<file path="config.mk">
export PLATFORM = sky130hd
export DESIGN_NAME = div_unit
export DESIGN_NICKNAME = d
export VERILOG_FILES = /design/src/rtl/div_unit.sv
export SDC_FILE = /design/constraint.sdc
export NUM_CORES = 1
export LEC_CHECK = 0
export CORE_MARGIN = 10
export CORE_UTILIZATION = 40
export DETAILED_ROUTE_END_ITERATION = 8
export GPL_ROUTABILITY_DRIVEN = 0
export PLACE_DENSITY_LB_ADDON = 0.08
export SYNTH_ARGS = -nofsm -noshare
export SYNTH_HDL_FRONTEND = slang
export SYNTH_SLANG_ARGS = --single-unit
</file>
<file path="constraint.sdc">
create_clock -name clk -period 10.8 [get_ports clk]
set_input_delay 1.62 -clock clk [delete_from_list [all_inputs] [get_ports clk]]
set_output_delay 1.62 -clock clk [all_outputs]
set_load 0.05 [all_outputs]
</file>
<file path="src/rtl/div_unit.sv">
// Sequential signed divider with MIPS DIV semantics.
// Restoring algorithm on magnitudes, one quotient bit per clock.
module div_unit #(
    parameter int WIDTH = 32
) (
    input  logic             clk,
    input  logic             reset,
    input  logic             div_start,
    input  logic [WIDTH-1:0] dividend,
    input  logic [WIDTH-1:0] divisor,
    output logic             div_zero,
    output logic             div_ready,
    output logic             busy,
    output logic [WIDTH-1:0] hi_out,
    output logic [WIDTH-1:0] lo_out
);

    localparam int CW = $clog2(WIDTH);

    typedef enum logic [1:0] {
        S_IDLE,
        S_CALC,
        S_DONE
    } state_t;

    state_t           state_q, state_d;
    logic [WIDTH-1:0] rem_q, rem_d;
    logic [WIDTH-1:0] quo_q, quo_d;
    logic [WIDTH:0]   dsr_q, dsr_d;
    logic [CW-1:0]    count_q, count_d;
    logic             qneg_q, qneg_d;
    logic             rneg_q, rneg_d;
    logic [WIDTH-1:0] hi_q, hi_d;
    logic [WIDTH-1:0] lo_q, lo_d;

    logic [WIDTH-1:0] a_mag;
    logic [WIDTH:0]   b_ext, b_mag;
    logic [WIDTH:0]   rem_sh, trial;
    logic [WIDTH-1:0] quo_nx, rem_nx;

    assign div_zero  = (divisor == '0);
    assign div_ready = (state_q == S_DONE);
    assign busy      = (state_q != S_IDLE);
    assign hi_out    = hi_q;
    assign lo_out    = lo_q;

    // Unsigned negation of the dividend is exact, including -2^(WIDTH-1).
    always_comb begin
        a_mag  = dividend[WIDTH-1] ? -dividend : dividend;
        b_ext  = {divisor[WIDTH-1], divisor};
        b_mag  = divisor[WIDTH-1] ? -b_ext : b_ext;
        rem_sh = {rem_q, quo_q[WIDTH-1]};
        trial  = rem_sh - dsr_q;
        quo_nx = {quo_q[WIDTH-2:0], ~trial[WIDTH]};
        rem_nx = trial[WIDTH] ? rem_sh[WIDTH-1:0]
                              : trial[WIDTH-1:0];
    end

    always_comb begin
        state_d = state_q;
        rem_d   = rem_q;
        quo_d   = quo_q;
        dsr_d   = dsr_q;
        count_d = count_q;
        qneg_d  = qneg_q;
        rneg_d  = rneg_q;
        hi_d    = hi_q;
        lo_d    = lo_q;
        unique case (state_q)
            S_IDLE: begin
                if (div_start && !div_zero) begin
                    state_d = S_CALC;
                    rem_d   = '0;
                    quo_d   = a_mag;
                    dsr_d   = b_mag;
                    count_d = '0;
                    qneg_d  = dividend[WIDTH-1] ^ divisor[WIDTH-1];
                    rneg_d  = dividend[WIDTH-1];
                end
            end
            S_CALC: begin
                rem_d   = rem_nx;
                quo_d   = quo_nx;
                count_d = count_q + CW'(1);
                if (count_q == CW'(WIDTH - 1)) begin
                    state_d = S_DONE;
                    lo_d    = qneg_q ? -quo_nx : quo_nx;
                    hi_d    = rneg_q ? -rem_nx : rem_nx;
                end
            end
            S_DONE: begin
                state_d = S_IDLE;
            end
            default: begin
                state_d = S_IDLE;
            end
        endcase
    end

    always_ff @(posedge clk) begin
        if (reset) begin
            state_q <= S_IDLE;
            rem_q   <= '0;
            quo_q   <= '0;
            dsr_q   <= '0;
            count_q <= '0;
            qneg_q  <= 1'b0;
            rneg_q  <= 1'b0;
            hi_q    <= '0;
            lo_q    <= '0;
        end else begin
            state_q <= state_d;
            rem_q   <= rem_d;
            quo_q   <= quo_d;
            dsr_q   <= dsr_d;
            count_q <= count_d;
            qneg_q  <= qneg_d;
            rneg_q  <= rneg_d;
            hi_q    <= hi_d;
            lo_q    <= lo_d;
        end
    end

endmodule
</file>
==> out/results.ini <==
[run_status]
outcome=finished clean

[routing]
first_iter_violations=915
routed-via-count=11535
wl_per_cell_um=18.8
ant_nets=0
wl_um=38000
firstDrtPassIters=6
drc=0
viasPerCell=5.69

[finish]
multi_input_area_um2=7840
drive_gt1_frac=0.0469
nFillCells=2927
diodes=0
seq_area_um2=3400
syn_to_final_growth_pct=17.4
nNetsFinal=1737
fin_area_um2=13900

[run]
cap_violations=0

[setup_path]
cp-endpoint=div_zero
crit_top_cell=or3_1
cp_data_arrival_time_ns=5.16
cp_top_family=simple AND/OR/NAND/NOR gates
endpoint_kind=primary output
timing.rr.start=quo_q[31]
crit_chain=clkdlybuf4s50_1, or3_1, or3_1, or3_1, or4_1, nor3_1, clkdlybuf4s50_1
cp.required_ns=9.18
crit_buf_inv=2
cpPeakStageDelay_ns=0.94
crit_path_start=divisor[21]
critical_path_class=primary input to primary output
r2r_slack_ns=5.04
timing.rr.end=hi_out[28]
cp-start-kind=primary input
r2r_cells=19
worst-path-stages=7
crit_path_top_delay_cell=clkdlybuf4s50_1
critPathMaxFanout=4

[placement]
dpl.hpwl_um=28700
io_buffers=133
place_ws_ns=4.00
dpl-instance-area_um2=13300

[clock_network]
cts_tree=done
hold_buffers=0
post_cts_buffers=0
clkLatencyLatePin_ns=0.44
root_buffer=clkbuf_16
htree_levels=4
cts_buffers=17
max-clock-path-buffers=2
cts_resized=0
cts.sink_count=170
clk_pin_slew_ns=0.07

[logic_synthesis]
synth_top_area_cell=dfxtp_1
yosysWarnings=0
yosysMostFrequentCell=nor2_1
syn-cell-area_um2=11800
synthTopCellsByArea=dfxtp_1 (29%), nor2_1 (6.1%), nand2_1 (5.7%), a21oi_1 (4.9%), xnor2_1 (4.8%)
ys_ff_latch=170
ys_seq_area_frac=0.287
synth-async-reset-ratio=0
avgSynthCellArea_um2=7.52
synth_fp_nets=1681
yosysTopAreaCellShare=0.287
syn_inst=1575
synth_ff_type=dfxtp_1
synthTopCellsByCount=nor2_1 (192), nand2_1 (180), dfxtp_1 (170)
synth_cell_type_count=91
synth-edff-count=0

[floorplanning]
start_util=0.409
dieArea_um2=36900
rows=62
core-area_um2=28900
io_pins=134
die_w_um=192
die_height_um=192

[grt]
antenna_found_initial=0
first_global_vias=10819
grt_util_all_layers=0.203
grt_pass1_wl_um=60500
gr-usage-met1=0.291
grt_max_degree=99
grt_use_met2=0.313
use_met3=0.0270
gr-max-usage-layer=met2
grt_overflow_total=0

[min_path]
min_path_type=flop to flop

[sta]
hold_viol=0
tightestPinTransition_ns=1.12
tns_ns=0
finalCritPeriodShare=0.627
relSlewSlack=0.255
rsz0062_at_grt=false
slew_viol_final=0
fmax_mhz=148
layout_setup_ws_ns=4.02
finalCriticalPeriod_ns=6.78
setup_viol=0
finalClockSkew_ns=0.0121

[pwr]
p_leak_nw=5.02
ir_drop_mv=0.226
power_density_nw_per_um2=299
power.total_mw=4.16

cell type report:
cell class              count  share of cell area
clock buffers              17              0.0306
clock inverters            14              0.0113
inverters                  52              0.0140
multi-input cells        1247               0.564
flip-flops and latches    170               0.245
well taps                 384              0.0346
repair buffers            143               0.101
how the worst min path moves through the flow:
stage               from   endpoint  cells past startpoint
2_1_floorplan  dsr_q[19]  dsr_q[19]                      2
3_3_place_gp   dsr_q[19]  dsr_q[19]                      2
3_5_place_dp   hi_out[9]  hi_out[9]                      2
4_1_cts        hi_out[9]  hi_out[9]                      2
5_1_grt        hi_out[9]  hi_out[9]                      2
6_report       hi_out[8]  hi_out[8]                      2
through the flow:
stage          hold WS [ns]  cells   util
2_1_floorplan         0.432   1575      -
3_3_place_gp          0.440   1996  0.460
3_5_place_dp          0.447   1996  0.460
4_1_cts               0.456   2027  0.480
5_1_grt               0.473   2027  0.480
6_report              0.451   2027  0.480
where the power goes:
group	internal, mW	switching, mW	total [mW]
Clock	0.309	0.309	0.617
Combinational	1.02	1.76	2.79
Sequential	0.679	0.0756	0.754
cell usage in the layout (no fill, tap or decap), drive strengths merged, types with 12 or more instances in the layout:
master and count:
a211oi 66, or2 12, a21o 14, mux2i 31
inv 58, nand4 15, xnor2 66, or3 24
a31oi 37, a21oi 118, nand3 41, o21ai 70
clkbuf 17, nor3 34, nor2 192, ha 38
clkdlybuf4s50 132, a221oi 13, nand2 180, and3 19
and2 13, xor2 52, dfxtp 170, o31ai 27
o41ai 16, nor4 12, or4 20, o211ai 21
sequential cells by signal, indices dropped and copies added, names as in the netlist:
register / flops
dsr_q: 33
hi_out: 32
lo_out: 32
quo_q: 32
rem_q: 32
count_q: 5
state_q: 2
qneg_q: 1
rneg_q: 1
worst min-delay path, stage by stage, from the launching register on:
cell	delay, ns
dfxtp_1	0.31
nand2_1	0.05
a21oi_1	0.05
layer usage:
layer	vias to the layer above	wire, um
met5	-	0
met4	0	567
met3	37	1890
met2	299	16500
met1	5362	19100
li1	5837	-
cells by family (layout without fill, tap and decap cells):
family / Yosys count / in the layout / share of synthesized area
and+or+nand+nor: 602 / 602 / 0.240
AOI/OAI and AO/OA: 452 / 452 / 0.259
DFF: 170 / 170 / 0.287
buffers and inverters: 158 / 226 / 0.0534
xor gates and xnor gates: 118 / 118 / 0.0879
adders and majority gates: 39 / 39 / 0.0418
muxes: 36 / 36 / 0.0310
Power figures use the tool's default switching activity.
